$ cat config.mk
export PLATFORM = sky130hd
export DESIGN_NAME = if_stage
export DESIGN_NICKNAME = d
export VERILOG_FILES = /design/src/rtl/if_stage.sv
export SDC_FILE = /design/constraint.sdc
export NUM_CORES = 1
export LEC_CHECK = 0
export CAP_MARGIN = 0
export CORE_ASPECT_RATIO = 1.1
export CORE_MARGIN = 5
export CORE_UTILIZATION = 50
export CTS_CLUSTER_SIZE = 12
export DETAILED_ROUTE_END_ITERATION = 8
export PLACE_DENSITY = 0.77
export SKIP_CTS_REPAIR_TIMING = 1
export SLEW_MARGIN = 20
export SYNTH_ARGS = -nofsm -noshare
export SYNTH_HDL_FRONTEND = slang
export SYNTH_SLANG_ARGS = --single-unit
$ cat constraint.sdc
create_clock -name clk -period 2.26 [get_ports clk]
set_input_delay 0.452 -clock clk [delete_from_list [all_inputs] [get_ports clk]]
set_output_delay 0.452 -clock clk [all_outputs]
set_load 0.01 [all_outputs]
$ cat src/rtl/if_stage.sv
// Instruction-fetch stage: owns the PC, issues one instruction-memory request at a
// time over a req/ack handshake and drives the IF/ID pipeline register. Honours
// hazard-unit stalls and taken-branch/jump redirects; an in-flight request is always
// allowed to complete (DISCARD) so the memory never sees an abandoned address.
module if_stage #(
  parameter logic [31:0] RESET_PC  = 32'h0000_0000,
  parameter logic [31:0] NOP_INSTR = 32'h0000_0000
) (
  input  logic        clk,
  input  logic        rst,
  input  logic        stall_i,
  input  logic        flush_i,
  input  logic [31:0] redirect_pc_i,
  output logic        imem_req_o,
  output logic [31:0] imem_addr_o,
  input  logic        imem_ack_i,
  input  logic [31:0] imem_rdata_i,
  output logic        if_id_valid_o,
  output logic [31:0] if_id_pc_o,
  output logic [31:0] if_id_pc4_o,
  output logic [31:0] if_id_instr_o
);

  typedef enum logic [1:0] {
    StIdle,
    StFetch,
    StHold,
    StDiscard
  } state_e;

  state_e      state_q, state_d;
  logic [31:0] pc_q, pc_d;
  logic [31:0] redir_pc_q, redir_pc_d;
  logic [31:0] hold_instr_q, hold_instr_d;
  logic        if_id_valid_q, if_id_valid_d;
  logic [31:0] if_id_pc_q, if_id_pc_d;
  logic [31:0] if_id_pc4_q, if_id_pc4_d;
  logic [31:0] if_id_instr_q, if_id_instr_d;

  logic [31:0] redirect_aligned;
  logic [31:0] pc_plus4;
  logic        deliver;
  logic [31:0] deliver_instr;
  logic        unused_redirect_lsb;

  // Redirect targets are word aligned; the two low bits are ignored.
  assign redirect_aligned    = {redirect_pc_i[31:2], 2'b00};
  assign unused_redirect_lsb = ^redirect_pc_i[1:0];
  assign pc_plus4            = pc_q + 32'd4;

  // Request is raised only while a fetch is outstanding; address is always the PC.
  assign imem_req_o  = (state_q == StFetch) || (state_q == StDiscard);
  assign imem_addr_o = pc_q;

  // FSM next state, PC update and instruction delivery.
  always_comb begin
    state_d       = state_q;
    pc_d          = pc_q;
    redir_pc_d    = redir_pc_q;
    hold_instr_d  = hold_instr_q;
    deliver       = 1'b0;
    deliver_instr = hold_instr_q;

    case (state_q)
      StIdle: begin
        state_d = StFetch;
      end

      StFetch: begin
        if (imem_ack_i) begin
          if (flush_i) begin
            // Data belongs to the squashed path; retarget immediately.
            pc_d = redirect_aligned;
          end else if (stall_i) begin
            // Data arrived while decode is blocked; park it until release.
            hold_instr_d = imem_rdata_i;
            state_d      = StHold;
          end else begin
            deliver       = 1'b1;
            deliver_instr = imem_rdata_i;
            pc_d          = pc_plus4;
          end
        end else if (flush_i) begin
          // Request must stay stable until acked; remember where to go afterwards.
          redir_pc_d = redirect_aligned;
          state_d    = StDiscard;
        end
      end

      StHold: begin
        if (flush_i) begin
          pc_d    = redirect_aligned;
          state_d = StFetch;
        end else if (!stall_i) begin
          deliver       = 1'b1;
          deliver_instr = hold_instr_q;
          pc_d          = pc_plus4;
          state_d       = StFetch;
        end
      end

      StDiscard: begin
        if (flush_i) begin
          redir_pc_d = redirect_aligned;
        end
        if (imem_ack_i) begin
          // Returned word is from the squashed path and is dropped.
          pc_d    = flush_i ? redirect_aligned : redir_pc_q;
          state_d = StFetch;
        end
      end

      default: begin
        state_d = StIdle;
      end
    endcase
  end

  // IF/ID register: flush beats stall; otherwise a cycle without delivery is a bubble.
  always_comb begin
    if_id_valid_d = if_id_valid_q;
    if_id_pc_d    = if_id_pc_q;
    if_id_pc4_d   = if_id_pc4_q;
    if_id_instr_d = if_id_instr_q;

    if (flush_i) begin
      if_id_valid_d = 1'b0;
      if_id_pc_d    = 32'h0;
      if_id_pc4_d   = 32'h0;
      if_id_instr_d = NOP_INSTR;
    end else if (stall_i) begin
      if_id_valid_d = if_id_valid_q;
    end else if (deliver) begin
      if_id_valid_d = 1'b1;
      if_id_pc_d    = pc_q;
      if_id_pc4_d   = pc_plus4;
      if_id_instr_d = deliver_instr;
    end else begin
      if_id_valid_d = 1'b0;
      if_id_pc_d    = 32'h0;
      if_id_pc4_d   = 32'h0;
      if_id_instr_d = NOP_INSTR;
    end
  end

  // State registers with asynchronous active-low reset.
  always_ff @(posedge clk or negedge rst) begin
    if (!rst) begin
      state_q       <= StIdle;
      pc_q          <= RESET_PC;
      redir_pc_q    <= RESET_PC;
      hold_instr_q  <= NOP_INSTR;
      if_id_valid_q <= 1'b0;
      if_id_pc_q    <= 32'h0;
      if_id_pc4_q   <= 32'h0;
      if_id_instr_q <= NOP_INSTR;
    end else begin
      state_q       <= state_d;
      pc_q          <= pc_d;
      redir_pc_q    <= redir_pc_d;
      hold_instr_q  <= hold_instr_d;
      if_id_valid_q <= if_id_valid_d;
      if_id_pc_q    <= if_id_pc_d;
      if_id_pc4_q   <= if_id_pc4_d;
      if_id_instr_q <= if_id_instr_d;
    end
  end

  assign if_id_valid_o = if_id_valid_q;
  assign if_id_pc_o    = if_id_pc_q;
  assign if_id_pc4_o   = if_id_pc4_q;
  assign if_id_instr_o = if_id_instr_q;

endmodule

# == Yosys cells after proc, flatten, opt, wreduce, memory -nomap -nowiden ==
# Cells that the tools add are included.
# op_classes
add_sub_neg,1
eq_ne,11
n_mux,34
bitwise,1
reduce_logical,8
# op_table
operator,count
2-to-1 mux 32 bit,17
one-hot mux 32 bit (3 select lines),1
one-hot mux 32 bit (2 select lines),1
"adder 32 x 3 -> 32 bit, second input constant",1
2-to-1 mux 2 bit,7
"inequality test 3 bit, second input constant",4
one-hot mux 2 bit (4 select lines),1
2-to-1 mux 1 bit,6
"inequality test 2 bit, second input constant",3
AND reduction 5 bit,1
"equality test 2 bit, second input constant",2
AND reduction 4 bit,1
AND reduction 3 bit,1
nonzero test 3 bit,1
"equality test 2 x 1 -> 1 bit, second input constant",1
zero test 2 bit,1
"inequality test 2 x 1 -> 1 bit, second input constant",1
one-hot mux 1 bit (2 select lines),1
AND reduction 2 bit,1
nonzero test 2 bit,1
logical OR 1 bit,1
NOT 1 bit,1
# totals
register_bits,195
input_bits,69
output_inout_bits,130

# == Longest topological paths before layout ==
# logic_depth
depth_word,7
ltp_mapped,9
mapped_depth_nobuf,7

# == Worst setup path after synthesis ==
# No wires, ideal clock.
# synth_path
path_kind,register to register
start,reg state_q[0]
end,reg redir_pc_q[22]
setup_time_ns,0.125
arrival_time_ns,1.833
setup_slack_ns,0.302
path_stages_with_launch,8
path_buffers,2
synth_period_minus_slack_ns,1.958
path_cell_list,dfrtp_1 > ha_1 > clkbuf_1 > nor2_1 > inv_1 > nand3_1 > clkbuf_1 > mux2_2
# synth_via
elab_chain_len,3
# synth_lines
element,line_no,rtl
"start, declared",31,"state_e state_q, state_d;"
"start signal, assigned",149,state_q <= StIdle;
"start signal, assigned",158,state_q <= state_d;
equality test 2 x 1 -> 1 bit / equality test 2 bit (equally long branches),64,case (state_q)
inequality test 2 bit (no line) / nonzero test 2 bit (equally long branches),--,
AND reduction 2 bit (no line),--,
"end signal, assigned",160,redir_pc_q <= redir_pc_d;
"end, declared",33,"logic [31:0] redir_pc_q, redir_pc_d;"
# Several ways; a longest one is shown, not always the timed one.
# A chain may end at the register's enable or synchronous reset.

# == Worst setup path in the final report ==
# layout_path
start,reg pc_q[3] (netlist: imem_addr_o[3])
end,reg pc_q[26] (netlist: imem_addr_o[26])
# layout_via
elab_chain_len,5
# layout_lines
element,line_no,rtl
"start, declared",32,"logic [31:0] pc_q, pc_d;"
"start signal, assigned",159,pc_q <= pc_d;
adder 32 x 3 -> 32 bit (*),49,assign pc_plus4 = pc_q + 32'd4;
2-to-1 mux 32 bit (*),"74, 94",
2-to-1 mux 32 bit (*),71,if (flush_i) begin
2-to-1 mux 32 bit,70,if (imem_ack_i) begin
one-hot mux 32 bit (3 select lines) (*),64,
# Mark *: on every way between the ends. The rest lies on a longest branch, timed or not. The select of a mux whose other input is x is not followed.

==> flow_metrics.tcl <==
set metrics [dict create \
    tightest_slew_ns 0.7593 \
    nFillCells 1344 \
    fin_nets 1093 \
    hold_path_end "if_id_valid_o$_DFFE_PN0P_" \
    timing.hold.ws_ns 0.4747 \
    gp_congestion 0.8304 \
    fmax_mhz 476.1 \
    hpwl_mm 17.28 \
    cts_tree "built" \
    drt_wl_total_mm 24.32 \
    arrival_ns 2.45 \
    met2_usage_pct 35.94 \
    busiest_layer "met2" \
    p_clk_share_pct 22.1 \
    synth_area_per_cell_sq_um 10.82 \
    n_antenna_cell 0 \
    row_count 51 \
    r2r_cells 6 \
    synthFlopType "dfrtp_1" \
    synthTopCellsByCount "dfrtp_1 (193), nand2_1 (101), o21ai_0 (101), mux2_2 (63), clkbuf_1 (40)" \
    dieArea_sq_um 20520 \
    ys_seq_area_share_pct 54.42 \
    async_flop_share_pct 100.0 \
    crit_required_ns 2.61 \
    cts_buffers 17 \
    crit_path_frequent_cell "nand4_1" \
    slowest_stage "nor3_2" \
    synthesis.nets 894 \
    grt_pass1_wl_mm 38.05 \
    vias 7129 \
    synth_area_sq_um 8875 \
    skew_ns 0.008162 \
    synth_area_leaders "dfrtp_1 (54%), mux2_2 (8.0%), o21ai_0 (5.7%)" \
    drive_above_1_share_pct 15.70 \
    dr.pass1.iters 5 \
    crit_fanout 6 \
    whs_path_depth 2 \
    dr.first_iter.drc_count 430 \
    ant_nets 0 \
    ys_ff_latch 193 \
    clockRootBuffer "clkbuf_16" \
    cap_violations 0 \
    cts.sink_count 193 \
    tns_ns 0 \
    hold_viol_final 0 \
    clockBufferDepth 2 \
    portBuffers 196 \
    start_kind "flop" \
    r2r-end "imem_addr_o[26]$_DFFE_PN0P_" \
    cellLeakagePower_nw 5.053 \
    grt_antenna_before_repair 0 \
    fin_cells 1270 \
    grt_max_degree 96 \
    switchingPower_w 0.004864 \
    max_stage_delay_ns 0.43 \
    synthDistinctLibCells 55 \
    rsz0062_at_grt "false" \
    area_growth_pct 35.20 \
    drc 0 \
    power.density_nw_per_um2 1154 \
    htreeDepth 4 \
    relSlewSlack_pct 48.91 \
    ir_worst_vdd_v 0.0007473 \
    fin_crit_ns 2.100 \
    first_global_vias 6966 \
    gr-total-overflow 0 \
    die_h_microns 149.7 \
    hold_path.class "flop to flop" \
    p_comb_share_pct 39.8 \
    seqPwrFrac_pct 38.0 \
    syn-instance-count 820 \
    ys_warn_count 0 \
    core_sq_um 17610 \
    num_io_pins 199 \
    synth_enable_flop_cells 0 \
    holdCritStartpoint "if_id_valid_o$_DFFE_PN0P_" \
    synth_area_leader_cell "dfrtp_1" \
    gr-usage-all-layers_pct 23.73 \
    insertion_delay_ns 0.44 \
    status "finished clean" \
    drt-wirelength-per-cell_microns 19.15 \
    synth_top_area_share_pct 54.42 \
    gr-usage-met1_pct 34.09 \
    start_util_pct 50.39 \
    met3_usage_pct 4.741 \
    clk_pin_slew_worst_paths_ns 0.07 \
    maxSlewViolCount 0 \
    cp_cell_sequence "ha_1 > nand4_1 > nor3_2 > nand4_1 > o31a_1 > o22ai_1" \
    dp_cells 1237 \
    reg2reg_slack_ns 0.16 \
    r2r_start "imem_addr_o[3]$_DFFE_PN0P_" \
    setup_violations 0 \
    finalCritPeriodShare_pct 92.94 \
    drt-vias-per-instance 5.613 \
    worstSetupPathType "flop to flop" \
    post-synth-top-count-cell "dfrtp_1" \
    die_width_microns 137.0 \
    intPower_w 0.008980 \
    endpoint_kind "flop" \
    swShare_pct 35.13 \
]
==> stage by stage <==
stage	power [W]	area, sq um	utilization, %	setup slack, ns
2_1_floorplan	0.008252	8875	-	0.3019
3_3_place_gp	0.01059	11370	64.56	0.1070
3_5_place_dp	0.01076	11370	64.56	0.04395
4_1_cts	0.01386	11970	67.95	-0.1922
5_1_grt	0.01462	12000	68.13	0.05351
6_report	0.01384	12000	68.13	0.1597
==> critical path: cells and delay by family (launching register included) <==
family	cells	cell delay, ns
flip-flops	1	0.36
adder cells (fa/ha/maj)	1	0.24
AO/OA/AOI/OAI	2	0.51
AND/OR/NAND/NOR	3	0.92
==> power by group through the flow <==
| stage | clock, W | sequential [W] | combinational (W) |
|---|---|---|---|
| 2_1_floorplan | 0 | 0.00533 | 0.00292 |
| 3_3_place_gp | 0 | 0.00524 | 0.00535 |
| 3_5_place_dp | 0 | 0.00531 | 0.00545 |
| 4_1_cts | 0.00312 | 0.00524 | 0.00549 |
| 5_1_grt | 0.00325 | 0.00540 | 0.00597 |
| 6_report | 0.00306 | 0.00526 | 0.00551 |
==> cell type report <==
cell class              count  area, sq um  share of cell area [%]
flip-flops and latches    193         4830                   40.25
multi-input cells         546         3756                   31.30
clock buffers              20        446.7                   3.723
clock inverters            12        150.1                   1.251
inverters                  14        52.55                  0.4380
repair buffers            247         2466                   20.55
well taps                 238        297.8                   2.482
==> layer usage <==
| metal | share of wire, % | up-vias |
|---|---|---|
| li1 | - | 3309 |
| met5 | 0 | - |
| met1 | 45 | 3500 |
| met2 | 45 | 281 |
| met3 | 7.2 | 39 |
| met4 | 2.6 | 0 |
==> state kept, by name (all words and copies together) (netlist names) <==
signal and cells:
if_id_instr_o 32, redir_pc_q 32, imem_addr_o 32, hold_instr_q 32, if_id_pc4_o 30, if_id_valid_o 1, if_id_pc_o 32, state_q 2
==> worst max path at each step <==
stage | startpoint | to | slack (ns) | cells after the start
finish | imem_addr_o[3]$_DFFE_PN0P_ | imem_addr_o[26]$_DFFE_PN0P_ | 0.16 | 6
global route | imem_addr_o[3]$_DFFE_PN0P_ | imem_addr_o[26]$_DFFE_PN0P_ | 0.05 | 6
CTS | state_q[1]$_DFFE_PN0P_ | imem_req_o | -0.19 | 5
detailed placement | flush_i | imem_addr_o[29]$_DFFE_PN0P_ | 0.04 | 8
global placement | flush_i | imem_addr_o[29]$_DFFE_PN0P_ | 0.11 | 8
floorplan | state_q[0]$_DFFE_PN0P_ | redir_pc_q[22]$_DFFE_PN0P_ | 0.30 | 7
==> placed cells by master (no fill, tap or decap), drive strengths merged, types with 22 or more instances in the layout <==
cell type      count
mux2              63
xnor2             22
buf               50
o21ai            109
mux2i             35
nor2              27
a21oi             28
clkdlybuf4s50    194
dfrtp            193
a22o              26
nand2            101
==> kinds of logic (layout without fill, tap and decap cells) <==
group | after synthesis | after routing | share of synthesized area, %
XOR/XNOR | 27 | 27 | 2.665
multiplexers | 98 | 98 | 11.94
AND/OR/NAND/NOR | 201 | 201 | 11.41
flip-flops | 193 | 193 | 54.42
buffers and inverters | 81 | 293 | 3.750
AO/OA/AOI/OAI | 215 | 215 | 15.11
adder cells (fa/ha/maj) | 5 | 5 | 0.7049
(Power assumes the default switching activity.)
